==> src/rtl/scheduler_sorted_n.sv <==
// Priority-sorted task scheduler: NSLOT slots kept sorted by prio (FIFO among equals),
// with insert/evict, remove-by-id and head remaining-time countdown with completion report.
module scheduler_sorted_n #(
  parameter int W     = 59,
  parameter int NSLOT = 8,
  parameter int PW    = 8,
  parameter int TW    = 16,
  localparam int IDW  = W - 1 - PW - TW,
  localparam int OW   = $clog2(NSLOT + 1),
  localparam int IW   = $clog2(NSLOT)
) (
  input  logic                 clk,
  input  logic                 rst,
  input  logic                 wr,
  input  logic                 action,
  input  logic                 subtract_en,
  input  logic [W-2:0]         task_in,
  output logic                 busy_ready,
  output logic                 v_exch,
  output logic                 v_active,
  output logic [W-2:0]         task_exch,
  output logic                 v_done,
  output logic [IDW-1:0]       done_id,
  output logic [OW-1:0]        occupancy,
  output logic [NSLOT*W-1:0]   running_tasks_out,
  output logic [1:0]           dbg_state
);

  typedef enum logic [1:0] {S_IDLE = 2'd0, S_SCAN = 2'd1, S_COMMIT = 2'd2} state_t;

  // Handshake: a command is taken on any rising edge where wr=1 and busy_ready=0;
  // busy_ready stays high until the cycle in which the command's result pulses appear.
  state_t         state_q, state_d;
  logic [IW-1:0]  idx_q, idx_d;
  logic           hit_q, hit_d, act_q, act_d;
  logic [W-2:0]   pend_q, pend_d, exch_q, exch_d;
  logic [W-1:0]   slot_q [NSLOT];
  logic [W-1:0]   slot_d [NSLOT];
  logic [OW-1:0]  occ_q, occ_d;
  logic [IDW-1:0] done_id_q, done_id_d;
  logic           v_exch_q, v_exch_d, v_active_q, v_active_d, v_done_q, v_done_d;
  logic [W-1:0]   cur;
  logic           scan_hit;

  always_comb begin
    cur = slot_q[idx_q];
    if (act_q) scan_hit = !cur[W-1] || (pend_q[W-2 -: PW] > cur[W-2 -: PW]);
    else       scan_hit = cur[W-1] && (cur[IDW-1:0] == pend_q[IDW-1:0]);
  end

  always_comb begin
    state_d    = state_q;
    idx_d      = idx_q;
    hit_d      = hit_q;
    act_d      = act_q;
    pend_d     = pend_q;
    slot_d     = slot_q;
    occ_d      = occ_q;
    exch_d     = exch_q;
    done_id_d  = done_id_q;
    v_exch_d   = 1'b0;
    v_active_d = 1'b0;
    v_done_d   = 1'b0;
    case (state_q)
      S_IDLE: begin
        if (wr) begin
          act_d   = action;
          pend_d  = task_in;
          idx_d   = '0;
          hit_d   = 1'b0;
          state_d = S_SCAN;
        end else if (subtract_en && slot_q[0][W-1]) begin
          if (slot_q[0][IDW +: TW] >= TW'(2)) begin
            slot_d[0][IDW +: TW] = slot_q[0][IDW +: TW] - TW'(1);
          end else begin
            for (int i = 0; i < NSLOT - 1; i++) slot_d[i] = slot_q[i+1];
            slot_d[NSLOT-1] = '0;
            v_done_d  = 1'b1;
            done_id_d = slot_q[0][IDW-1:0];
            occ_d     = occ_q - OW'(1);
          end
        end
      end
      S_SCAN: begin
        if (scan_hit) begin
          hit_d   = 1'b1;
          state_d = S_COMMIT;
        end else if (idx_q == IW'(NSLOT - 1)) begin
          state_d = S_COMMIT;
        end else begin
          idx_d = idx_q + IW'(1);
        end
      end
      S_COMMIT: begin
        state_d = S_IDLE;
        if (act_q) begin
          if (hit_q) begin
            for (int i = 1; i < NSLOT; i++)
              if (i > int'(idx_q)) slot_d[i] = slot_q[i-1];
            slot_d[idx_q] = {1'b1, pend_q};
            v_active_d = 1'b1;
            // A valid tail slot means the array was full and the tail falls off.
            if (slot_q[NSLOT-1][W-1]) begin
              v_exch_d = 1'b1;
              exch_d   = slot_q[NSLOT-1][W-2:0];
            end else begin
              occ_d = occ_q + OW'(1);
            end
          end else begin
            v_exch_d = 1'b1;
            exch_d   = pend_q;
          end
        end else if (hit_q) begin
          for (int i = 0; i < NSLOT - 1; i++)
            if (i >= int'(idx_q)) slot_d[i] = slot_q[i+1];
          slot_d[NSLOT-1] = '0;
          v_active_d = 1'b1;
          occ_d      = occ_q - OW'(1);
        end
      end
      default: state_d = S_IDLE;
    endcase
  end

  always_ff @(posedge clk) begin
    if (rst) begin
      state_q    <= S_IDLE;
      idx_q      <= '0;
      hit_q      <= 1'b0;
      act_q      <= 1'b0;
      pend_q     <= '0;
      occ_q      <= '0;
      exch_q     <= '0;
      done_id_q  <= '0;
      v_exch_q   <= 1'b0;
      v_active_q <= 1'b0;
      v_done_q   <= 1'b0;
      for (int i = 0; i < NSLOT; i++) slot_q[i] <= '0;
    end else begin
      state_q    <= state_d;
      idx_q      <= idx_d;
      hit_q      <= hit_d;
      act_q      <= act_d;
      pend_q     <= pend_d;
      occ_q      <= occ_d;
      exch_q     <= exch_d;
      done_id_q  <= done_id_d;
      v_exch_q   <= v_exch_d;
      v_active_q <= v_active_d;
      v_done_q   <= v_done_d;
      for (int i = 0; i < NSLOT; i++) slot_q[i] <= slot_d[i];
    end
  end

  for (genvar g = 0; g < NSLOT; g++) begin : g_flat
    assign running_tasks_out[g*W +: W] = slot_q[g];
  end

  assign busy_ready = (state_q != S_IDLE);
  assign v_exch     = v_exch_q;
  assign v_active   = v_active_q;
  assign v_done     = v_done_q;
  assign task_exch  = exch_q;
  assign done_id    = done_id_q;
  assign occupancy  = occ_q;
  assign dbg_state  = state_q;

endmodule

==> config.mk <==
export PLATFORM = sky130hd
export DESIGN_NAME = scheduler_sorted_n
export DESIGN_NICKNAME = d
export VERILOG_FILES = /design/src/rtl/scheduler_sorted_n.sv
export SDC_FILE = /design/constraint.sdc
export NUM_CORES = 2
export LEC_CHECK = 0
export CORE_UTILIZATION = 35
export CTS_CLUSTER_DIAMETER = 200
export DETAILED_ROUTE_END_ITERATION = 6
export GPL_TIMING_DRIVEN = 0
export HOLD_SLACK_MARGIN = 0.06
export MAX_ROUTING_LAYER = met4
export PLACE_DENSITY = 0.6
export REMOVE_ABC_BUFFERS = 1
export SYNTH_ARGS = -nofsm -noshare
export SYNTH_HDL_FRONTEND = slang
export SYNTH_SLANG_ARGS = --single-unit
==> constraint.sdc <==
create_clock -name clk -period 5.85 [get_ports clk]
set_input_delay 0.585 -clock clk [delete_from_list [all_inputs] [get_ports clk]]
set_output_delay 0.585 -clock clk [all_outputs]
set_load 0.02 [all_outputs]
==> metrics.txt <==
# TYPE chip_impl_metric gauge
chip_impl_metric{name="cts_resized",unit=""} 0
chip_impl_metric{name="dpl-instance-area",unit="sq um"} 42770
chip_impl_metric{name="worstMarginPinSlew",unit="ns"} 1.595
chip_impl_metric{name="irDropWorstVdd",unit="V"} 0.0001973
chip_impl_metric{name="crit_path_max_incr_delay",unit="ns"} 1.18
chip_impl_metric{name="final-hold-violation-count",unit=""} 0
chip_impl_info{name="synth_top_family_by_area",value="compound AO/OA/AOI/OAI gates"} 1
chip_impl_metric{name="die_area",unit="sq um"} 98440
chip_impl_metric{name="drc",unit=""} 0
chip_impl_info{name="reg2reg_from",value="idx_q[1]$_SDFFE_PP0P_"} 1
chip_impl_metric{name="route.antenna.remaining_nets",unit=""} 0
chip_impl_metric{name="yosys_warnings",unit=""} 0
chip_impl_metric{name="dr_total_vias",unit=""} 37160
chip_impl_metric{name="layout.filler_cells",unit=""} 9307
chip_impl_metric{name="synth.area.mux_share",unit="%"} 7.647
chip_impl_metric{name="placement.io_buffers",unit=""} 636
chip_impl_metric{name="grt_pass1_wl",unit="um"} 245000
chip_impl_metric{name="antenna_violations_before_repair",unit=""} 2
chip_impl_info{name="layout.cells.most_common_list",value="sky130_fd_sc_hd__clkdlybuf4s50_1, sky130_fd_sc_hd__dfxtp_1, sky130_fd_sc_hd__nor2_1"} 1
chip_impl_metric{name="wl",unit="um"} 170200
chip_impl_metric{name="dp.final_hpwl",unit="um"} 109600
chip_impl_metric{name="fraction_of_the_mapped_netlist_area_in_compound_gates",unit="%"} 28.32
chip_impl_metric{name="maxClockFrequency",unit="GHz"} 0.1951
chip_impl_metric{name="synth_seq_area_share",unit="%"} 37.43
chip_impl_metric{name="drtPass1Iterations",unit=""} 5
chip_impl_metric{name="synthesis.area",unit="sq um"} 34020
chip_impl_info{name="cts.root.buffer_cell",value="sky130_fd_sc_hd__clkbuf_16"} 1
chip_impl_metric{name="worst_case_clock_skew",unit="ns"} 0.02204
chip_impl_metric{name="synthXorXnorAreaFrac",unit="%"} 1.056
chip_impl_metric{name="critical_path_fanout_max",unit=""} 44
chip_impl_info{name="crit_path_cell_trace",value="buf_16 > nor2b_1 > a221oi_1 > a21oi_1 > nor2_1 > ha_1 > nor2b_1 > o21a_1 > o21a_1 > o21bai_1 > a21oi_1 > o2111a_1 > a211oi_1 > o22ai_1"} 1
chip_impl_metric{name="drive_gt1_share",unit="%"} 8.627
chip_impl_metric{name="number_of_drc_markers_in_iteration_0",unit=""} 4129
chip_impl_metric{name="core-area",unit="sq um"} 95580
chip_impl_info{name="status",value="finished, violations left"} 1
chip_impl_metric{name="layout.cell_area.non_filler",unit="sq um"} 45370
chip_impl_metric{name="die_h",unit="um"} 313.7
chip_impl_metric{name="vias_in_the_first_global_route",unit=""} 33990
chip_impl_metric{name="route.detailed.wl_per_inst",unit="um"} 28.77
chip_impl_metric{name="overall_overflow_remaining_after_global_route",unit=""} 0
chip_impl_metric{name="finalCriticalPeriod",unit="ns"} 5.126
chip_impl_metric{name="postSynth.asyncResetShare",unit="%"} 0
chip_impl_metric{name="gp_routability_congestion",unit=""} 0.8322
chip_impl_info{name="layout_commonest_cell",value="sky130_fd_sc_hd__clkdlybuf4s50_1"} 1
chip_impl_metric{name="ys_ff_latch",unit=""} 636
chip_impl_metric{name="grt_max_degree",unit=""} 127
chip_impl_info{name="synth_top_flop_cell",value="sky130_fd_sc_hd__dfxtp_1"} 1
chip_impl_info{name="critPathLaunchType",value="flip-flop"} 1
chip_impl_metric{name="cts_hold_repair.buffers",unit=""} 0
chip_impl_metric{name="cts_made_buffers",unit=""} 78
chip_impl_metric{name="std_cell_rows",unit=""} 113
chip_impl_metric{name="synth_edf_count",unit=""} 0
chip_impl_metric{name="pwr_density_cell",unit="nW/um^2"} 242.8
chip_impl_info{name="endpoint_kind",value="flip-flop"} 1
chip_impl_metric{name="insertion_delay",unit="ns"} 0.67
chip_impl_info{name="timing.hold.worst.start",value="rst"} 1
chip_impl_metric{name="die_w",unit="um"} 313.7
chip_impl_info{name="cts_tree",value="yes"} 1
chip_impl_metric{name="share_of_the_synthesized_area_in_the_top_cell_type",unit="%"} 37.43
chip_impl_metric{name="clk_transition_reported_paths",unit="ns"} 0.06
chip_impl_info{name="min_path_type",value="primary input to flip-flop"} 1
chip_impl_info{name="failing_checks",value="max-capacitance violations, max-slew violations"} 1
chip_impl_info{name="setup.worst_path.class",value="flip-flop to flip-flop"} 1
chip_impl_metric{name="crit_arrival",unit="ns"} 5.65
chip_impl_metric{name="synth_adder_area_share",unit="%"} 0.5885
chip_impl_metric{name="utilization",unit="%"} 47.47
chip_impl_metric{name="htreeDepth",unit=""} 3
chip_impl_metric{name="power_leakage",unit="nW"} 14.46
chip_impl_metric{name="critical_path_required_time",unit="ns"} 6.38
chip_impl_metric{name="initial_core_util",unit="%"} 35.59
chip_impl_metric{name="tritoncts_num_sinks",unit=""} 636
chip_impl_metric{name="max-cap-violations",unit=""} 1
chip_impl_metric{name="finalCritPeriodShare",unit="%"} 87.62
chip_impl_info{name="synth_top_area_cell",value="sky130_fd_sc_hd__dfxtp_1"} 1
chip_impl_info{name="worst_path_max_delay_cell",value="sky130_fd_sc_hd__nor2b_1"} 1
chip_impl_metric{name="netlist-cell-type-count",unit=""} 63
chip_impl_metric{name="route.detailed.vias_per_inst",unit=""} 6.281
chip_impl_info{name="crit_start",value="idx_q[1]$_SDFFE_PP0P_"} 1
chip_impl_metric{name="gr-usage-all-layers",unit="%"} 34.12
chip_impl_metric{name="report.final.setup_viol",unit=""} 0
chip_impl_metric{name="cts_max_path_buffers",unit=""} 3
chip_impl_metric{name="area_growth_syn_to_layout",unit="%"} 33.38
chip_impl_info{name="ys_top_cells_by_area",value="sky130_fd_sc_hd__dfxtp_1, sky130_fd_sc_hd__a21oi_1, sky130_fd_sc_hd__nor2_1"} 1
chip_impl_metric{name="syn_inst",unit=""} 4280
chip_impl_metric{name="maxSlewHeadroom",unit="%"} -6.554
chip_impl_metric{name="final_nets",unit=""} 4669
chip_impl_metric{name="synth_simple_gate_area_share",unit="%"} 18.87
chip_impl_metric{name="average_size_of_a_mapped_cell",unit="sq um"} 7.947
chip_impl_metric{name="post_cts_buffers",unit=""} 0
chip_impl_metric{name="pin_count",unit=""} 637
chip_impl_info{name="rsz0062_at_grt",value="false"} 1
chip_impl_metric{name="timing.final.max_slew_violations",unit=""} 7
-- through the flow --
stage | instances | power [mW] | setup slack, ns | TNS [ns] | hold slack (ns)
after floorplan | 3763 | 5.361 | -14.12 | -3709.68 | 0.4747
after global placement | 5664 | 6.047 | -47.47 | - | 0.4414
after detailed placement | 5775 | 6.014 | 0.8229 | 0 | 0.4463
after CTS | 5913 | 11.06 | 0.7861 | 0 | 0.4211
after global routing | 5916 | 11.31 | 0.5986 | 0 | 0.4743
final | 5916 | 11.02 | 0.7242 | 0 | 0.4492
-- layout make-up --
type	instances	area, sq um	share of cell area [%]
well taps	1265	1583	3.489
repair buffers	747	8907	19.63
inverters	18	75.07	0.1655
multi-input cells	3109	19460	42.89
clock inverters	26	327.8	0.7225
flip-flops and latches	636	12750	28.10
clock buffers	112	2263	4.989
diodes	3	7.507	0.01655
-- Yosys cell counts (all sizes together) (5+ instances only) --
master and count:
mux2 39, nor3 345, a221o 133, ha 16, and2 10, nor4 12, inv 18, xnor2 20
and3 7, buf 100, a211oi 243, xor2 21, mux2i 162, a21oi 504, or3 5, a31oi 11
nand3 9, or4 5, mux4 24, a221oi 121, o22ai 17, o21ai 27, nor2b 9, nor3b 62
a222oi 9, a22oi 63, nand2 383, nand4 6, o211ai 143, o221a 58, dfxtp 636, clkbuf 417
nand2b 6, nor2 598
-- critical path: cells and delay by family (launching register included) --
kind / cells / cell delay, ns
AO/OA/AOI/OAI: 9 / 2.21
adder cells (fa/ha/maj): 1 / 0.34
buffers and inverters: 1 / 0.34
flip-flops: 1 / 0.64
AND/OR/NAND/NOR: 3 / 1.41
-- kinds of logic (layout without fill, tap and decap cells) --
group,after synthesis,count (layout)
simple gates,1466,1466
compound gates,1361,1361
flops,636,636
buf+inv,535,903
mux,225,225
xor+xnor,41,41
fa+ha+maj,16,16
other cells,0,3
-- path summary, 6_finish.rpt --
kind / depth (start not counted) / to / slack [ns]
min: 2 / running_tasks_out[228]$_SDFFE_PP0P_ / 0.45
max: 14 / idx_q[0]$_SDFFE_PP0P_ / 0.72
max reg2reg: 14 / idx_q[0]$_SDFFE_PP0P_ / 0.72
min reg2reg: 2 / done_id[11]$_SDFFE_PP0P_ / 0.45
-- metal layers --
| metal | share of wire (%) | track usage, % | vias to the layer above |
|---|---|---|---|
| li1 | - | - | 16500 |
| met1 | 40 | 43.47 | 18130 |
| met2 | 46 | 52.25 | 2116 |
| met3 | 10 | 7.646 | 416 |
| met4 | 4.0 | 13.24 | 0 |
| met5 | 0 | - | - |
-- where the power goes --
| part | total, mW | internal (mW) | switching (mW) |
|---|---|---|---|
| logic | 1.33 | 0.499 | 0.828 |
| registers | 4.62 | 4.41 | 0.209 |
| clock network | 5.07 | 2.99 | 2.08 |
-- registers in the layout, indices dropped and copies added, names as in the netlist --
register           cells
running_tasks_out    472
pend_q                58
task_exch             58
done_id               34
occupancy              4
idx_q                  3
dbg_state              2
act_q                  1
hit_q                  1
v_active               1
v_done                 1
v_exch                 1
Note: power is estimated with default switching activity, not from simulation.
